--- config.mk ---
export PLATFORM = sky130hd
export DESIGN_NAME = iter_calculator
export DESIGN_NICKNAME = d
export VERILOG_FILES = /design/src/rtl/calc_pkg.sv /design/src/rtl/calc_iter_core.sv /design/src/rtl/iter_calculator.sv
export SDC_FILE = /design/constraint.sdc
export NUM_CORES = 1
export LEC_CHECK = 0
export CORE_MARGIN = 4
export CORE_UTILIZATION = 45
export DETAILED_ROUTE_END_ITERATION = 10
export PLACE_DENSITY = 0.7
export SYNTH_ARGS = -nofsm -noshare
export SYNTH_HDL_FRONTEND = slang
export SYNTH_SLANG_ARGS = --single-unit
--- constraint.sdc ---
create_clock -name clk -period 3.2 [get_ports clk]
set_clock_uncertainty 0.2 [all_clocks]
set_input_delay 0.8 -clock clk [delete_from_list [all_inputs] [get_ports clk]]
set_output_delay 0.8 -clock clk [all_outputs]
set_load 0.03 [all_outputs]
--- src/rtl/calc_pkg.sv ---
// Shared opcode and FSM state encodings for the iterative calculator.
package calc_pkg;

   localparam logic [1:0] OP_ADD = 2'b00;
   localparam logic [1:0] OP_SUB = 2'b01;
   localparam logic [1:0] OP_MUL = 2'b10;
   localparam logic [1:0] OP_DIV = 2'b11;

   typedef enum logic [1:0] {
      ST_IDLE = 2'd0,
      ST_CALC = 2'd1,
      ST_DONE = 2'd2
   } calc_state_e;

endpackage

--- src/rtl/calc_iter_core.sv ---
// One-bit-per-cycle engine shared by shift-add multiply and restoring divide.
// {hi, lo} ends as the product (MUL) or {remainder, quotient} (DIV) after WIDTH steps.
module calc_iter_core #(
   parameter int WIDTH = 8
) (
   input  logic             clk,
   input  logic             reset,
   input  logic             start,
   input  logic             is_div,
   input  logic [WIDTH-1:0] a,
   input  logic [WIDTH-1:0] b,
   output logic             busy,
   output logic [WIDTH-1:0] hi,
   output logic [WIDTH-1:0] lo
);

   localparam int CNT_W = $clog2(WIDTH + 1);

   logic [WIDTH-1:0] hi_q;
   logic [WIDTH-1:0] lo_q;
   logic [WIDTH-1:0] m_q;
   logic             div_q;
   logic [CNT_W-1:0] cnt_q;
   logic [WIDTH:0]   alu_x;
   logic [WIDTH+1:0] alu_y;

   // DIV trial-subtracts the left-shifted partial remainder; MUL adds the multiplicand to hi.
   // The extra top bit of alu_y is the divide borrow.
   always_comb begin
      alu_x = div_q ? {hi_q, lo_q[WIDTH-1]} : {1'b0, hi_q};
      if (div_q)
         alu_y = {1'b0, alu_x} - {2'b00, m_q};
      else
         alu_y = {1'b0, alu_x} + {2'b00, m_q};
   end

   always_ff @(posedge clk) begin
      if (reset) begin
         hi_q  <= '0;
         lo_q  <= '0;
         m_q   <= '0;
         div_q <= 1'b0;
         cnt_q <= '0;
      end else if (start) begin
         hi_q  <= '0;
         lo_q  <= a;
         m_q   <= b;
         div_q <= is_div;
         cnt_q <= CNT_W'(WIDTH);
      end else if (cnt_q != '0) begin
         cnt_q <= cnt_q - 1'b1;
         if (div_q) begin
            if (!alu_y[WIDTH+1]) begin
               hi_q <= alu_y[WIDTH-1:0];
               lo_q <= {lo_q[WIDTH-2:0], 1'b1};
            end else begin
               hi_q <= alu_x[WIDTH-1:0];
               lo_q <= {lo_q[WIDTH-2:0], 1'b0};
            end
         end else if (lo_q[0]) begin
            {hi_q, lo_q} <= {alu_y[WIDTH:0], lo_q[WIDTH-1:1]};
         end else begin
            {hi_q, lo_q} <= {1'b0, hi_q, lo_q[WIDTH-1:1]};
         end
      end
   end

   // busy drops while the final step is being taken, so the owner can leave CALC on that edge.
   assign busy = (cnt_q > CNT_W'(1));
   assign hi   = hi_q;
   assign lo   = lo_q;

endmodule

--- src/rtl/iter_calculator.sv ---
// Handshaked ADD/SUB/MUL/DIV unit: single-cycle ADD/SUB, iterative MUL/DIV via calc_iter_core.
// Handshakes: a transfer happens on a rising edge where valid && ready; valid never waits on ready.
module iter_calculator
   import calc_pkg::*;
#(
   parameter int WIDTH = 8
) (
   input  logic             clk,
   input  logic             reset,
   input  logic             in_valid,
   output logic             in_ready,
   input  logic [1:0]       op,
   input  logic [WIDTH-1:0] op_a,
   input  logic [WIDTH-1:0] op_b,
   output logic             out_valid,
   input  logic             out_ready,
   output logic [WIDTH-1:0] result,
   output logic [WIDTH-1:0] result_hi,
   output logic             carry,
   output logic             zero,
   output logic             div_by_zero,
   output logic [1:0]       state_dbg
);

   calc_state_e      state;
   logic [1:0]       op_q;
   logic [WIDTH-1:0] res_q;
   logic [WIDTH-1:0] hi_q;
   logic             carry_q;
   logic             dz_q;
   logic             use_core_q;
   logic             loaded_q;
   logic             accept;
   logic             core_start;
   logic             core_busy;
   logic [WIDTH-1:0] core_hi;
   logic [WIDTH-1:0] core_lo;
   logic [WIDTH:0]   add_sum;

   assign in_ready   = (state == ST_IDLE) && !reset;
   assign accept     = in_valid && in_ready;
   assign core_start = accept && ((op == OP_MUL) || ((op == OP_DIV) && (op_b != '0)));
   assign add_sum    = {1'b0, op_a} + {1'b0, op_b};

   calc_iter_core #(.WIDTH(WIDTH)) u_core (
      .clk    (clk),
      .reset  (reset),
      .start  (core_start),
      .is_div (op == OP_DIV),
      .a      (op_a),
      .b      (op_b),
      .busy   (core_busy),
      .hi     (core_hi),
      .lo     (core_lo)
   );

   always_ff @(posedge clk) begin
      if (reset) begin
         state      <= ST_IDLE;
         op_q       <= OP_ADD;
         res_q      <= '0;
         hi_q       <= '0;
         carry_q    <= 1'b0;
         dz_q       <= 1'b0;
         use_core_q <= 1'b0;
         loaded_q   <= 1'b0;
         out_valid  <= 1'b0;
      end else begin
         case (state)
            ST_IDLE: begin
               if (in_valid) begin
                  op_q       <= op;
                  hi_q       <= '0;
                  carry_q    <= 1'b0;
                  dz_q       <= 1'b0;
                  use_core_q <= 1'b0;
                  case (op)
                     OP_ADD: begin
                        res_q     <= add_sum[WIDTH-1:0];
                        carry_q   <= add_sum[WIDTH];
                        state     <= ST_DONE;
                        out_valid <= 1'b1;
                        loaded_q  <= 1'b1;
                     end
                     OP_SUB: begin
                        res_q     <= op_a - op_b;
                        carry_q   <= (op_a < op_b);
                        state     <= ST_DONE;
                        out_valid <= 1'b1;
                        loaded_q  <= 1'b1;
                     end
                     OP_MUL: begin
                        use_core_q <= 1'b1;
                        state      <= ST_CALC;
                     end
                     default: begin
                        if (op_b == '0) begin
                           res_q     <= '1;
                           hi_q      <= op_a;
                           dz_q      <= 1'b1;
                           state     <= ST_DONE;
                           out_valid <= 1'b1;
                           loaded_q  <= 1'b1;
                        end else begin
                           use_core_q <= 1'b1;
                           state      <= ST_CALC;
                        end
                     end
                  endcase
               end
            end
            ST_CALC: begin
               if (!core_busy) begin
                  state     <= ST_DONE;
                  out_valid <= 1'b1;
                  loaded_q  <= 1'b1;
               end
            end
            ST_DONE: begin
               if (out_ready) begin
                  state     <= ST_IDLE;
                  out_valid <= 1'b0;
               end
            end
            default: state <= ST_IDLE;
         endcase
      end
   end

   // MUL/DIV results live in the core registers, which hold still once the core is idle.
   assign result      = use_core_q ? core_lo : res_q;
   assign result_hi   = use_core_q ? core_hi : hi_q;
   assign carry       = use_core_q ? ((op_q == OP_MUL) && (core_hi != '0)) : carry_q;
   assign zero        = loaded_q && (result == '0);
   assign div_by_zero = dz_q;
   assign state_dbg   = state;

endmodule

==> results of run 1 <==
==> power groups by stage <==
stage          Sequential (mW)  Clock (mW)  Combinational [mW]
6_report                 0.993       0.467                1.97
3_3_place_gp             0.997           0                1.89
2_1_floorplan            0.941           0                1.45
4_1_cts                  0.984       0.471                1.94
3_5_place_dp              1.00           0                1.91
5_1_grt                   1.01       0.497                2.20
==> final cells by class <==
type | count | area [um2]
clock inverters | 2 | 37.5
inverters | 26 | 97.6
fillers | 835 | 3750
clock buffers | 6 | 72.6
repair buffers | 83 | 743
well taps | 108 | 135
multi-input cells | 397 | 2760
flip-flops and latches | 54 | 1080
==> placed cells by master, fill, tap and decap left out, types with 10 or more instances in the layout <==
| cell type | Yosys | final |
|---|---|---|
| o21ai_0 | 14 | 14 |
| buf_4 | 1 | 40 |
| dfxtp_1 | 54 | 53 |
| nand2_1 | 45 | 45 |
| o211ai_1 | 11 | 11 |
| a21oi_1 | 49 | 49 |
| xnor2_1 | 13 | 13 |
| nand3_1 | 11 | 11 |
| mux2_2 | 22 | 22 |
| clkdlybuf4s50_1 | 0 | 41 |
| ha_1 | 28 | 27 |
| mux2i_1 | 10 | 10 |
| nor3_1 | 14 | 14 |
| inv_1 | 26 | 25 |
| nor2_1 | 53 | 52 |
==> tightest hold or removal path: stages (launching register included) <==
cell and delay, ns:
dfxtp_1 0.31, inv_1 0.06, a21oi_1 0.06
==> state kept, by name (all words and copies together) (netlist names), 2 cells and up <==
register      flops
hi_q              8
op_q              2
res_q             8
state_dbg         2
u_core.cnt_q      4
u_core.hi         8
u_core.lo         8
u_core.m_q        8
==> metrics by stage <==
stage | cell area [um2] | setup slack [ns] | util, % | hold slack, ns
global placement | 4760 | -0.300 | 54.9 | 0.239
CTS | 4870 | 0.00311 | 56.1 | 0.270
floorplan | 4000 | 0.0881 | - | 0.231
finish | 4930 | 0.0795 | 56.8 | 0.270
global route | 4930 | -0.0339 | 56.8 | 0.290
detailed placement | 4760 | -0.347 | 54.9 | 0.256
==> cells by family (layout without fill, tap and decap cells) <==
family | after synthesis | count (layout) | share of synthesized area, %
AND/OR/NAND/NOR | 168 | 168 | 20.2
AO/OA/AOI/OAI | 148 | 148 | 24.5
flip-flops | 54 | 54 | 27.1
buffers and inverters | 53 | 117 | 5.36
multiplexers | 32 | 32 | 8.71
adder cells (fa/ha/maj) | 31 | 31 | 10.3
XOR/XNOR | 18 | 18 | 3.95
==> layer usage <==
| metal | global-route usage, % | part of all wire [%] | vias to the layer above |
|---|---|---|---|
| met3 | 3.00 | 5.2 | 24 |
| met2 | 37.8 | 48 | 128 |
| met4 | 7.16 | 2.4 | 0 |
| met5 | 0 | 0 | - |
| met1 | 29.7 | 45 | 1821 |
| li1 | - | - | 1946 |
==> what timing repair did <==
| item | 4_1_cts | 5_1_grt |
|---|---|---|
| pin swaps | 0 | 5 |
| hold buffers | 0 | 0 |
| resized for setup | 1 | 12 |
| endpoints found under the setup margin | 1 | 10 |
==> how the worst max path moves through the flow <==
| stage | cells after the start | to | slack [ns] | from |
|---|---|---|---|---|
| after floorplan | 12 | u_core.hi[0] | 0.09 | u_core.div_q |
| after global placement | 11 | res_q[6] | -0.30 | op_a[0] |
| after detailed placement | 11 | res_q[6] | -0.35 | op_a[0] |
| after CTS | 11 | res_q[6] | 0.003 | op_a[0] |
| after global routing | 10 | res_q[6] | -0.03 | op_b[0] |
| final | 10 | res_q[6] | 0.08 | op_b[0] |
==> metrics.md, run 1 <==
| Metric | Value |
|---|---|
| Run status | `finished, final reports clean` |
| Final worst path period need | `3.12 ns` |
| Worst-Skew Late Latency | `0.31 ns` |
| Required @ worst endpoint | `3.21 ns` |
| CTS Buf Count | `5` |
| Slew @ Worst Pin | `0.734 ns` |
| Die H | `102 um` |
| Htree depth | `2` |
| Worst r2r dst | `u_core.hi[0]` |
| Worst Hold Launch | `loaded_q` |
| Crit. End Element | `flop` |
| Most used cell, CP | `a21o_1` |
| Worst Hold End | `loaded_q` |
| Post-route ant nets | `0` |
| Clk sinks | `54` |
| CTS tree | `done` |
| Slew Limit Headroom | `51.0%` |
| R2R setup slack | `0.23 ns` |
| Lkg Pwr | `1.96 nW` |
| Crit-path cells | `clkdlybuf4s50_1 > ha_2 > inv_1 > fa_2 > a21o_1 > a21o_1 > a311oi_2 > nand2_1 > and4_1 > nor4_1` |
| Most frequent cells after synthesis | `dfxtp_1, nor2_1, a21oi_1, nand2_1, ha_1` |
| Worst Hold Class | `flop to flop` |
| Switching Fraction | `44.8%` |
| Row cnt | `34` |
| NetSw | `1.54 mW` |
| WP buf/inv | `2` |
| Sequential area share after synthesis | `27.1%` |
| I/O Buffers | `44` |
| Main area contributors after synthesis | `dfxtp_1, ha_1, mux2_2` |
| Final Hold Vio Count | `0` |
| Worst path max stage delay | `0.48 ns` |
| Post-synthesis async set-or-reset flop share | `0%` |
| Pwr Density | `696 nW/um2` |
| Post-route DRC violation count | `0` |
| Layout cells sized above 1 | `15.8%` |
| Largest net degree at the start of global routing | `46` |
| Mapped Area | `4000 um2` |
| Final net count | `620` |
| Internal | `1.89 mW` |
| Max_cap viols | `0` |
| Max VDD drop | `268 uV` |
| Critical path class | `input pin to flop` |
| 1st-iter DRT viols | `206` |
| IO Count | `45` |
| Clock share of power | `13.6%` |
| CORE AREA | `8680 um2` |
| GR Overflow Total | `0` |
| Pre-antenna DRT Iters | `6` |
| Count of cell types in the netlist | `63` |
| Post-route insts no fill | `676` |
| Final GP Congestion | `0.884` |
| HPWL Detailed | `8.63 mm` |
| RR Startpoint | `u_core.m_q[3]` |
| Max Freq | `0.320 GHz` |
| Worst-path clk slew | `0.10 ns` |
| Largest area contributor in the netlist | `dfxtp_1` |
| Vias | `3919` |
| Synth-to-layout area growth | `23.4%` |
| Post-synth top area share | `27.1%` |
| Mapped Avg Cell Area | `7.93 um2` |
| Global-route wire length before repair | `18.8 mm` |
| Top FF cell, synth | `dfxtp_1` |
| Final wirelength | `11.2 mm` |
| CP startpoint kind | `input pin` |
| Die X-Extent | `102 um` |
| Placed Instances | `668` |
| Die area | `10400 um2` |
| Setup TNS | `0 ns` |
| Via density | `5.80` |
| Combinational fraction of design power | `57.4%` |
| Slowest-stage cell, CP | `clkdlybuf4s50_1` |
| WP data arrival | `3.13 ns` |
| Worst path top cell family by delay | `simple AND/OR/NAND/NOR gates` |
| Starting Density | `46.0%` |
| RSZ-0062 raised after global routing | `yes` |
| Number of diodes | `0` |
| Vias in the first global route | `3929` |
| Routed wire per std cell | `16.6 um` |
| CTS Buffer Depth | `2` |
| Flops & latches, synth | `54` |
| Number of synthesized flops with an enable pin | `0` |
| Seq pwr share | `28.9%` |
| Count leader, synth | `dfxtp_1` |
| Gr usage total | `22.4%` |
| Final setup viols | `0` |
| Post-CTS Setup Bufs | `0` |
| Hold path cells | `2` |
| Final Max Slew Viols | `0` |
| Initial antenna violation count | `0` |
| Tcrit/Tclk final | `97.5%` |
| Synthesized instance count | `504` |
| Mapped Nets | `557` |
| Reg2Reg Depth | `11` |
| Yosys Warn Count | `0` |
| Root Buffer Master | `clkbuf_8` |
| Max FO, Critical Path | `2` |
| Tot Pwr | `3.43 mW` |
(Power assumes the default switching activity.)
==> run 2, diff against run 1 <==
--- a/config.mk
+++ b/config.mk
@@ -5,9 +5,11 @@
 export SDC_FILE = /design/constraint.sdc
 export NUM_CORES = 1
 export LEC_CHECK = 0
+export CAP_MARGIN = 20
 export CORE_MARGIN = 4
 export CORE_UTILIZATION = 45
 export DETAILED_ROUTE_END_ITERATION = 10
+export GPL_TIMING_DRIVEN = 0
 export PLACE_DENSITY = 0.7
 export SYNTH_ARGS = -nofsm -noshare
 export SYNTH_HDL_FRONTEND = slang
==> run 2 against run 1 <==
  * Routed wire length up 4.1%
  * Clock-buffer cell count unchanged
  * Largest cell class unchanged
  * Highest routed layer unchanged
  * Sequential cell count unchanged
==> metrics.md, run 2 (synthesized netlist as in run 1, its figures left out) <==
| Metric | Value |
|---|---|
| Post-route ant nets | `0 (unchanged)` |
| Min Hold Slack | `0.268 ns (was 0.270 ns)` |
| Global-route wire length before repair | `18.6 mm (was 18.8 mm)` |
| Vias in the first global route | `3842 (was 3929)` |
| Starting Density | `46.0% (unchanged)` |
| CTS Buffer Depth | `2 (unchanged)` |
| Routed wire per std cell | `17.6 um (was 16.6 um)` |
| Crit. End Element | `flop (unchanged)` |
| Pre-antenna DRT Iters | `5 (was 6)` |
| Placed Instances | `654 (was 668)` |
| Die area | `10400 um2 (unchanged)` |
| Via density | `6.06 (was 5.80)` |
| R2R setup slack | `0.09 ns (was 0.23 ns)` |
| Pwr Density | `745 nW/um2 (was 696 nW/um2)` |
| 1st-iter DRT viols | `268 (was 206)` |
| I/O Buffers | `42 (was 44)` |
| Max_cap viols | `0 (unchanged)` |
| Max Freq | `0.322 GHz (was 0.320 GHz)` |
| Tcrit/Tclk final | `97.1% (was 97.5%)` |
| Worst Hold Class | `flop to flop (unchanged)` |
| Worst-Skew Late Latency | `0.31 ns (about the same)` |
| Slew @ Worst Pin | `0.634 ns (was 0.734 ns)` |
| Slew Limit Headroom | `57.6% (was 51.0%)` |
| Worst r2r dst | `u_core.hi[0] (unchanged)` |
| Worst-path clk slew | `0.10 ns (about the same)` |
| Setup WS post-layout | `0.0920 ns (was 0.0795 ns)` |
| Gr usage total | `21.9% (was 22.4%)` |
| Fillers | `850 (was 835)` |
| Die H | `102 um (unchanged)` |
| Slowest-stage cell, CP | `dfxtp_2 (was clkdlybuf4s50_1)` |
| Die X-Extent | `102 um (unchanged)` |
| Post-route DRC violation count | `0 (unchanged)` |
| CORE AREA | `8680 um2 (unchanged)` |
| Vias | `4021 (was 3919)` |
| Layout cells sized above 1 | `11.9% (was 15.8%)` |
| Design area | `4810 um2 (was 4930 um2)` |
| CP startpoint kind | `flop (was input pin)` |
| Commonest non-fill, non-tap cell in the layout | `nor2_1 (was dfxtp_1)` |
| Htree depth | `2 (unchanged)` |
| Final wirelength | `11.7 mm (was 11.2 mm)` |
| Tot Pwr | `3.59 mW (was 3.43 mW)` |
| Total placed instance area | `4560 um2 (was 4760 um2)` |
| Max FO, Critical Path | `10 (was 2)` |
| Required @ worst endpoint | `3.21 ns (about the same)` |
| Row cnt | `34 (unchanged)` |
| Lkg Pwr | `1.90 nW (was 1.96 nW)` |
| Crit-path cells | `clkbuf_8 > buf_8 > mux2_2 > ha_1 > buf_6 > a21o_1 > a21o_1 > a211o_4 > or3_1 > a31oi_1 > nor2_1 (was clkdlybuf4s50_1 > ha_2 > inv_1 > fa_2 > a21o_1 > a21o_1 > a311oi_2 > nand2_1 > and4_1 > nor4_1)` |
| Crit path to | `u_core.hi[0] (was res_q[6])` |
| Worst path max stage delay | `0.37 ns (was 0.48 ns)` |
| Number of diodes | `0 (unchanged)` |
| CTS Buf Count | `5 (unchanged)` |
| Most used cell, CP | `a21o_1 (unchanged)` |
| Hold path cells | `2 (unchanged)` |
| Final worst path period need | `3.11 ns (was 3.12 ns)` |
| HPWL Detailed | `8.98 mm (was 8.63 mm)` |
| Final net count | `607 (was 620)` |
| Dpl ws | `-0.490 ns (was -0.347 ns)` |
| Clk sinks | `54 (unchanged)` |
| Final setup viols | `0 (unchanged)` |
| Final Max Slew Viols | `0 (unchanged)` |
| Synth-to-layout area growth | `20.5% (was 23.4%)` |
| Commonest non-fill, non-tap cells in the layout | `nor2_1, dfxtp_1, a21oi_1 (was dfxtp_1, nor2_1, a21oi_1)` |
| GR Overflow Total | `0 (unchanged)` |
| CTS tree | `done (unchanged)` |
| Post-route insts no fill | `663 (was 676)` |
| IO Count | `45 (unchanged)` |
| RR Startpoint | `u_core.div_q (was u_core.m_q[3])` |
| Initial antenna violation count | `0 (unchanged)` |
| Run status | `finished, final reports clean (unchanged)` |
| Largest net degree at the start of global routing | `17 (was 46)` |
| Final Hold Vio Count | `0 (unchanged)` |
| Critical path class | `flop to flop (was input pin to flop)` |
| Worst Setup SP | `u_core.div_q (was op_b[0])` |
| Final GP Congestion | `0.921 (was 0.884)` |
| WP data arrival | `3.12 ns (was 3.13 ns)` |
| Root Buffer Master | `clkbuf_8 (unchanged)` |
| Hold Buf Count CTS | `0 (unchanged)` |
| Reg2Reg Depth | `11 (unchanged)` |
| Max VDD drop | `282 uV (was 268 uV)` |
## run 2: changes by cell type in the layout (fill, tap and decap cells not counted), sizes merged
cell,delta
dlymetal6s2s,+3
clkbuf,+19
bufinv,+1
clkinvlp,-1
dlygate4sd2,+1
clkdlybuf4s50,-5
buf,-31
## run 2: critical path: cells and delay by family, from the launching register on
kind                     cells  cell delay, ns
AO/OA/AOI/OAI                4            0.92
AND/OR/NAND/NOR              2            0.39
multiplexers                 1            0.34
buffers and inverters        3            0.47
adder cells (fa/ha/maj)      1            0.30
flip-flops                   1            0.37
## run 2: layer usage
metal  vias to the layer above  track usage, %  part of all wire (%)
met3                        22            2.59                   6.6
li1                       1922               -                     -
met1                      1912            29.4                    44
met2                       165            37.1                    47
met5                         -               0                     0
met4                         0            6.56                   2.0
## run 2: final cells by class
class | instances | area (um2) | share of cell area (%)
Sequential cell | 54 | 1080 | 22.5
Tap cell | 108 | 135 | 2.81
Multi-Input combinational cell | 397 | 2770 | 57.5
Inverter | 26 | 97.6 | 2.03
Buffer | 26 | 148 | 3.07
Clock inverter | 2 | 60.1 | 1.25
Timing Repair Buffer | 44 | 439 | 9.12
Clock buffer | 6 | 82.6 | 1.72
## run 2: metrics by stage
stage	utilization [%]	setup TNS (ns)
6_report	55.5	0
5_1_grt	55.5	-0.0245
4_1_cts	54.7	0
3_5_place_dp	52.5	-4.34
3_3_place_gp	52.5	-3.64
2_1_floorplan	-	0
## run 2: worst min-delay path by stage
stage	from	end	slack, ns
4_1_cts	op_q[0]	op_q[0]	0.26
5_1_grt	op_q[1]	op_q[1]	0.30
3_3_place_gp	op_q[0]	op_q[0]	0.24
3_5_place_dp	op_q[0]	op_q[0]	0.25
6_report	op_q[1]	op_q[1]	0.27
2_1_floorplan	op_q[0]	op_q[0]	0.23
## run 2: where the power goes
| part | switching (mW) | internal (mW) | total, mW |
|---|---|---|---|
| Clock | 0.231 | 0.334 | 0.565 |
| Sequential | 0.193 | 0.809 | 1.00 |
| Combinational | 1.20 | 0.824 | 2.02 |
## run 2: timing repair
action	4_1_cts	5_1_grt
cloned	0	0
setup buffers	0	2
endpoints found under the hold margin	0	0
pin swaps	1	3
gates resized for setup	20	19
endpoints found under the setup margin	20	16
==> run 3, diff against run 2 <==
--- a/config.mk
+++ b/config.mk
@@ -10,6 +10,7 @@
 export CORE_UTILIZATION = 45
 export DETAILED_ROUTE_END_ITERATION = 10
 export GPL_TIMING_DRIVEN = 0
+export MAX_ROUTING_LAYER = met4
 export PLACE_DENSITY = 0.7
 export SYNTH_ARGS = -nofsm -noshare
 export SYNTH_HDL_FRONTEND = slang
==> run 3 against run 2 <==
  * Sequential share of layout area increased by 0.21 points
  * Core utilization decreased by 0.50 points
  * First-iteration DRC count decreased by 13%
  * Global-route usage increased by 1.0 points
  * Combinational power about the same
  * Cell count decreased by 0.15%
  * Highest routed layer unchanged
==> metrics.md, run 3 (synthesized netlist as in run 1, its figures left out) <==
| Metric | Value |
|---|---|
| Run status | `finished, final reports clean (unchanged)` |
| CTS tree | `done (unchanged)` |
| Final Hold Vio Count | `0 (unchanged)` |
| Max FO, Critical Path | `19 (was 10)` |
| Reg2Reg Depth | `10 (was 11)` |
| Worst-path clk slew | `0.11 ns (was 0.10 ns)` |
| Pre-antenna DRT Iters | `5 (unchanged)` |
| Final GP Congestion | `0.907 (was 0.921)` |
| Largest net degree at the start of global routing | `20 (was 17)` |
| Seq pwr share | `29.0% (was 27.9%)` |
| Gr usage total | `23.0% (was 21.9%)` |
| Final net count | `606 (was 607)` |
| GR Overflow Total | `0 (unchanged)` |
| CTS Buffer Depth | `2 (unchanged)` |
| WP data arrival | `3.11 ns (was 3.12 ns)` |
| Final Max Slew Viols | `0 (unchanged)` |
| Final setup viols | `0 (unchanged)` |
| Die X-Extent | `102 um (unchanged)` |
| Die area | `10400 um2 (unchanged)` |
| Design area | `4770 um2 (was 4810 um2)` |
| HPWL Detailed | `8.84 mm (was 8.98 mm)` |
| Global-route wire length before repair | `18.5 mm (was 18.6 mm)` |
| Switching Fraction | `46.5% (was 45.2%)` |
| Worst r2r dst | `u_core.hi[0] (unchanged)` |
| Final worst path period need | `3.08 ns (was 3.11 ns)` |
| Starting Density | `46.0% (unchanged)` |
| Initial antenna violation count | `0 (unchanged)` |
| R2R setup slack | `0.12 ns (was 0.09 ns)` |
| Worst Hold Class | `flop to flop (unchanged)` |
| Number of diodes | `0 (unchanged)` |
| Crit. End Element | `flop (unchanged)` |
| IO Count | `45 (unchanged)` |
| CP startpoint kind | `flop (unchanged)` |
| NetSw | `1.60 mW (was 1.62 mW)` |
| Vias | `3946 (was 4021)` |
| Max Freq | `0.324 GHz (was 0.322 GHz)` |
| Internal | `1.84 mW (was 1.97 mW)` |
| Critical path class | `flop to flop (unchanged)` |
| Die H | `102 um (unchanged)` |
| Commonest non-fill, non-tap cell in the layout | `nor2_1 (unchanged)` |
| CTS Buf Count | `5 (unchanged)` |
| Lkg Pwr | `1.85 nW (was 1.90 nW)` |
| 1st-iter DRT viols | `234 (was 268)` |
| Pwr Density | `722 nW/um2 (was 745 nW/um2)` |
| Clock share of power | `12.6% (was 15.7%)` |
| CORE AREA | `8680 um2 (unchanged)` |
| Tcrit/Tclk final | `96.3% (was 97.1%)` |
| Post-route ant nets | `0 (unchanged)` |
| Commonest non-fill, non-tap cells in the layout | `nor2_1, dfxtp_1, a21oi_1 (unchanged)` |
| Slew @ Worst Pin | `0.615 ns (was 0.634 ns)` |
| Slew Limit Headroom | `58.8% (was 57.6%)` |
| Clk sinks | `54 (unchanged)` |
| Htree depth | `2 (unchanged)` |
| Root Buffer Master | `clkbuf_8 (unchanged)` |
| Total placed instance area | `4560 um2 (unchanged)` |
| RR Startpoint | `u_core.div_q (unchanged)` |
| Via density | `5.96 (was 6.06)` |
| Worst Hold Launch | `op_q[0] (was op_q[1])` |
| Worst Hold End | `op_q[0] (was op_q[1])` |
| Max_cap viols | `0 (unchanged)` |
| Required @ worst endpoint | `3.22 ns (was 3.21 ns)` |
| Hold Buf Count CTS | `0 (unchanged)` |
| Synth-to-layout area growth | `19.4% (was 20.5%)` |
| I/O Buffers | `42 (unchanged)` |
| Vias in the first global route | `3643 (was 3842)` |
| Worst-Skew Late Latency | `0.31 ns (about the same)` |
| Row cnt | `34 (unchanged)` |
| Post-route DRC violation count | `0 (unchanged)` |
| Hold path cells | `2 (unchanged)` |
| Tot Pwr | `3.45 mW (was 3.59 mW)` |
| Routed wire per std cell | `17.3 um (was 17.6 um)` |
| Max VDD drop | `306 uV (was 282 uV)` |
| Final wirelength | `11.5 mm (was 11.7 mm)` |
| Layout cells sized above 1 | `11.6% (was 11.9%)` |
| Combinational fraction of design power | `58.4% (was 56.3%)` |
[run 3: repair_timing]
item | CTS | global route
endpoints found under the setup margin | 20 | 11
pin swaps | 1 | 0
gates resized for setup | 19 | 15
buffers inserted | 0 | 3
[run 3: layout make-up]
class | count | area, um2
plain buffers | 24 | 130
flip-flops and latches | 54 | 1080
fillers | 844 | 3910
well taps | 108 | 135
inverters | 26 | 97.6
repair buffers | 45 | 442
clock inverters | 1 | 8.76
multi-input cells | 397 | 2780
clock buffers | 7 | 96.3
[run 3: routing by layer]
layer / wire length, um / vias to the layer above / GRT usage (%)
met5: 0 / - / -
met4: 172 / 0 / 5.65
met3: 612 / 17 / 3.21
met2: 5270 / 120 / 35.6
met1: 5420 / 1886 / 31.7
li1: - / 1923 / -
[run 3: worst max path at each step]
stage             startpoint           end  slack (ns)  depth (start not counted)
6_report        u_core.div_q  u_core.hi[0]        0.12                         10
5_1_grt        u_core.m_q[3]  u_core.hi[0]       -0.01                         12
4_1_cts         u_core.div_q  u_core.hi[0]        0.01                         12
3_5_place_dp         op_a[0]      res_q[6]       -0.47                         11
3_3_place_gp         op_a[0]      res_q[6]       -0.46                         11
2_1_floorplan   u_core.div_q  u_core.hi[0]        0.09                         12
[run 3: power by group through the flow]
stage / clock (mW) / combinational [mW] / sequential, mW
6_report: 0.434 / 2.01 / 0.999
3_3_place_gp: 0 / 1.87 / 0.997
3_5_place_dp: 0 / 1.89 / 1.00
2_1_floorplan: 0 / 1.45 / 0.941
4_1_cts: 0.440 / 1.92 / 0.990
5_1_grt: 0.468 / 2.22 / 1.01
[run 3: through the flow]
step / setup TNS (ns) / hold slack (ns) / instances / setup slack, ns / utilization (%)
floorplan: 0 / 0.231 / 504 / 0.0881 / -
detailed placement: -3.85 / 0.249 / 654 / -0.472 / 52.5
global placement: -3.63 / 0.243 / 654 / -0.456 / 52.5
finish: 0 / 0.259 / 662 / 0.117 / 55.0
CTS: 0 / 0.261 / 660 / 0.0126 / 54.1
global route: -0.0105 / 0.279 / 662 / -0.0105 / 55.0
[run 3: critical path: stages (launching register included)]
cell and delay [ns]:
dfxtp_1 0.38, clkbuf_8 0.24, mux2_2 0.36, ha_1 0.31, buf_6 0.15, a21o_1 0.18, a21o_1 0.22, a211o_4 0.39
or3_1 0.31, a31oi_1 0.17, nor2_1 0.06
==> variant 1: new RTL, config.mk and constraints of run 3 <==
Put one more register stage on the output `state_dbg`, cleared by the reset. The value now appears one clock later. The other outputs are not delayed to match.
--- a/src/rtl/iter_calculator.sv
+++ b/src/rtl/iter_calculator.sv
@@ -134,5 +134,11 @@
    assign zero        = loaded_q && (result == '0);
    assign div_by_zero = dz_q;
-   assign state_dbg   = state;
+   always_ff @(posedge clk) begin
+      if (reset) begin
+         state_dbg <= '0;
+      end else begin
+         state_dbg <= state;
+      end
+   end
 
 endmodule
Function: changed (Yosys sat finds a counterexample within 4 cycles, from zero or initial values and one cycle with reset high).
==> variant 1 against run 3 <==
Sequential power about the same; wire length up 4.8%; setup slack worse by 48 ps; sequential cell count up 2; synthesized area up 3.8%; sequential share of layout area up 0.17 points; total power down 0.68%; final area up 3.3%.
==> variant 1: results (changes against run 3) <==
- Status: finished clean
- Nonclk buf count: 68 (-1.4%)
- Cell variety after synth: 66 (+4.8%)
- GRT Total Usage: 0.221 (-0.00817)
- Placed Area: 0.00473 mm² (+3.7%)
- Slew headroom: 0.535 (-0.0537)
- Synthesis-to-layout area growth: 18.8%
- Register Area: 0.00113 mm² (+4.0%)
- Seq pwr: 1.00 mW (about the same)
- Vias in the first global route: 3,852 (+5.7%)
- Comb. pwr: 1.91 mW (-5%)
- Max FO, Critical Path: 6 (-13)
- Seq/Total Area, Yosys: 0.270 (about the same)
- Post-Syn Nets: 566 (+1.6%)
- R2R Setup Slk: 80 ps (-40 ps)
- Dpl ws: -810 ps (-338 ps)
- Worst setup path endpoint: carry
- Area of the multi-input gates: 0.00288 mm² (+3.9%)
- #MultiIn Comb: 405 (+2.0%)
- CLK BUF: 5 (-2)
- Top cells by area, synth: dfxtp_1 27%, ha_1 8.5%, mux2_2 5.7%, a21oi_1 5.7%, nor2_1 4.9%
- Layout cells sized above 1: 0.123 (+0.00703)
- Final nets: 615 (+1.5%)
- Pleak: 1.91 nW (+3.3%)
- Internal: 1.85 mW (+0.28%)
- Worst setup EP type: output pin
- Peak VDD IR: 0.000274 V (-10%)
- DR vias: 3,992 (+1.2%)
- Dpl hpwl: 9510 µm (+7.6%)
- Non-clk buf share: 0.114 (-0.00606)
- Syn Area/Cell: 8.08 µm² (+1.9%)
- Total chip power: 3.42 mW (-0.68%)
- Crit-path slowest cell: clkdlybuf4s50_1
variant 1: per-layer routing:
metal,GRT usage,vias up,wire [µm]
li1,-,1951,-
met2,0.356,136,5730
met3,0.0428,15,802
met1,0.290,1890,5380
met5,-,-,0
met4,0.0484,0,115
variant 1: cell families after synthesis:
family / count (synthesis) / synth area share
muxes: 34 / 0.0884
adders and majority gates: 31 / 0.0990
buffers and inverters: 52 / 0.0486
xor gates and xnor gates: 15 / 0.0317
DFF: 56 / 0.270
and+or+nand+nor: 176 / 0.215
AOI/OAI and AO/OA: 149 / 0.247
variant 1: worst min-delay path by stage:
stage | start | to | slack (ps) | cells past startpoint
2_1_floorplan | loaded_q | loaded_q | 230 | 2
3_3_place_gp | op_q[1] | op_q[1] | 240 | 2
3_5_place_dp | op_q[1] | op_q[1] | 250 | 2
4_1_cts | op_q[1] | op_q[1] | 260 | 2
5_1_grt | op_q[0] | op_q[0] | 300 | 2
6_report | out_valid | out_valid | 260 | 2
==> variant 2: new RTL, flow settings as in run 3 <==
Made on the original files. `WIDTH` is set to 8 in 2 places; all go to 16.
--- a/src/rtl/calc_iter_core.sv
+++ b/src/rtl/calc_iter_core.sv
@@ -2,5 +2,5 @@
 // {hi, lo} ends as the product (MUL) or {remainder, quotient} (DIV) after WIDTH steps.
 module calc_iter_core #(
-   parameter int WIDTH = 8
+   parameter int WIDTH = 16
 ) (
    input  logic             clk,
--- a/src/rtl/iter_calculator.sv
+++ b/src/rtl/iter_calculator.sv
@@ -4,5 +4,5 @@
    import calc_pkg::*;
 #(
-   parameter int WIDTH = 8
+   parameter int WIDTH = 16
 ) (
    input  logic             clk,
Interface: changed (resized op_a, op_b, result and result_hi); port bits go from 45 to 77. No check against the original RTL was run, so the function may have changed too.
==> variant 2 against run 3 <==
The run now ends with negative setup slack left; sequential cell count grew 41; sequential power grew 76%; largest cell class unchanged; largest power group unchanged; non-clock buffer count grew 93; critical path type unchanged; total power grew 100%; synthesized area grew 81%; wire length grew 110%; critical path depth grew 8; setup slack lost 980 ps; final area grew 96%.
==> variant 2: results (changes against run 3) <==
- IO Port Bufs: 75 (+79%)
- CP arrival: 4130 ps (+1020 ps)
- Worst-Skew Late Latency: 350 ps (+40 ps)
- GR Layer Usage met3: 0.0358 (+0.00369)
- Synth cell count leaders: 104 x nor2_1, 96 x nand2_1, 95 x dfxtp_1
- Peak VDD IR: 0.000358 V (+17%)
- Total CTS buffers: 9 (+4)
- GRT Total Usage: 0.266 (+0.0361)
- Top cells by area, synth: dfxtp_1 26%, ha_1 9.0%, mux2_2 7.5%, a21oi_1 5.8%, mux2i_1 5.5%
- First DRT Iteration DRCs: 676 (+190%)
- R2R Path Start: u_core.m_q[4]
- Met3 routed WL: 1760 µm (+190%)
- Final setup fails: 17 (+17)
- Met1 usage: 0.369 (+0.0521)
- Clock transition at path regs: 80 ps (-30 ps)
- R2R Setup Slk: -870 ps (-980 ps)
- Final worst setup slack: -867 ps (-984 ps)
- Gpl congestion: 0.961 (+6.0%)
- Internal: 3.81 mW (+110%)
- Top delay family on crit path: simple AND/OR/NAND/NOR gates
- Final nets: 1,126 (+86%)
- Vias in the first global route: 6,851 (+88%)
- Pleak: 3.73 nW (+100%)
- Status: finished with violations
- Detailed Routing Iterations Pass 1: 6 (+1)
- Violated checks: negative setup slack
- Crit-path slowest cell: or4_4
- Seq/Total Area, Yosys: 0.263 (-0.00789)
- Largest net degree at the start of global routing: 19 (-5.0%)
- Met2 WL: 11,400 µm (+120%)
- Met1 wire length: 10,900 µm (+100%)
- H-tree levels: 3 (+1)
- Max incr delay on CP: 450 ps (+60 ps)
- Layout cells sized above 1: 0.222 (+0.106)
- Part of the power in registers: 0.256 (-0.034)
- Clock Power: 1.14 mW (+160%)
- DR vias: 7,386 (+87%)
- Global-route wire length before repair: 37,300 µm (+100%)
- R2R cell count: 18 (+8)
- GR Layer Usage met2: 0.420 (+0.0641)
- Dpl hpwl: 17,800 µm (+100%)
variant 2: area by class of cell:
cell class | count | share of cell area
Buffer | 49 | 0.0298
Clock buffer | 9 | 0.0241
Clock inverter | 7 | 0.00977
Inverter | 41 | 0.0171
Multi-Input combinational cell | 724 | 0.579
Sequential cell | 95 | 0.205
Tap cell | 216 | 0.0289
Timing Repair Buffer | 113 | 0.106
variant 2: kinds of logic after synthesis:
group / share of synthesized area
simple gates: 0.188
buf+inv: 0.0546
fa+ha+maj: 0.0982
compound gates: 0.213
flops: 0.263
xor+xnor: 0.0532
mux: 0.130
variant 2: through the flow:
| stage | power, mW | cells | area [µm²] | hold slack (ps) | setup TNS (ps) |
|---|---|---|---|---|---|
| global route | 7.28 | 1254 | 9350 | 297 | -14850 |
| global placement | 5.09 | 1203 | 8310 | 239 | -66350 |
| finish | 6.87 | 1254 | 9350 | 258 | -12010 |
| detailed placement | 5.14 | 1203 | 8310 | 246 | -65640 |
| floorplan | 4.25 | 912 | 7290 | 231 | -5220 |
| CTS | 6.58 | 1243 | 9130 | 256 | -9900 |
variant 2: repair_timing:
action | 4_1_cts | 5_1_grt
cloned | 1 | 0
setup endpoints to repair | 105 | 71
setup buffers | 24 | 14
pin swaps | 28 | 50
gates resized for setup | 144 | 73
variant 2: worst max path at each step:
| stage | from | end | slack [ps] | cells past startpoint |
|---|---|---|---|---|
| after global placement | op_b[9] | u_core.hi[13] | -1260 | 9 |
| after global routing | u_core.m_q[4] | u_core.hi[8] | -1000 | 19 |
| after CTS | u_core.m_q[4] | u_core.hi[11] | -690 | 18 |
| after detailed placement | op_b[9] | u_core.hi[13] | -1210 | 9 |
| after floorplan | u_core.m_q[5] | u_core.hi[15] | -440 | 15 |
| final | u_core.m_q[4] | u_core.hi[14] | -870 | 18 |
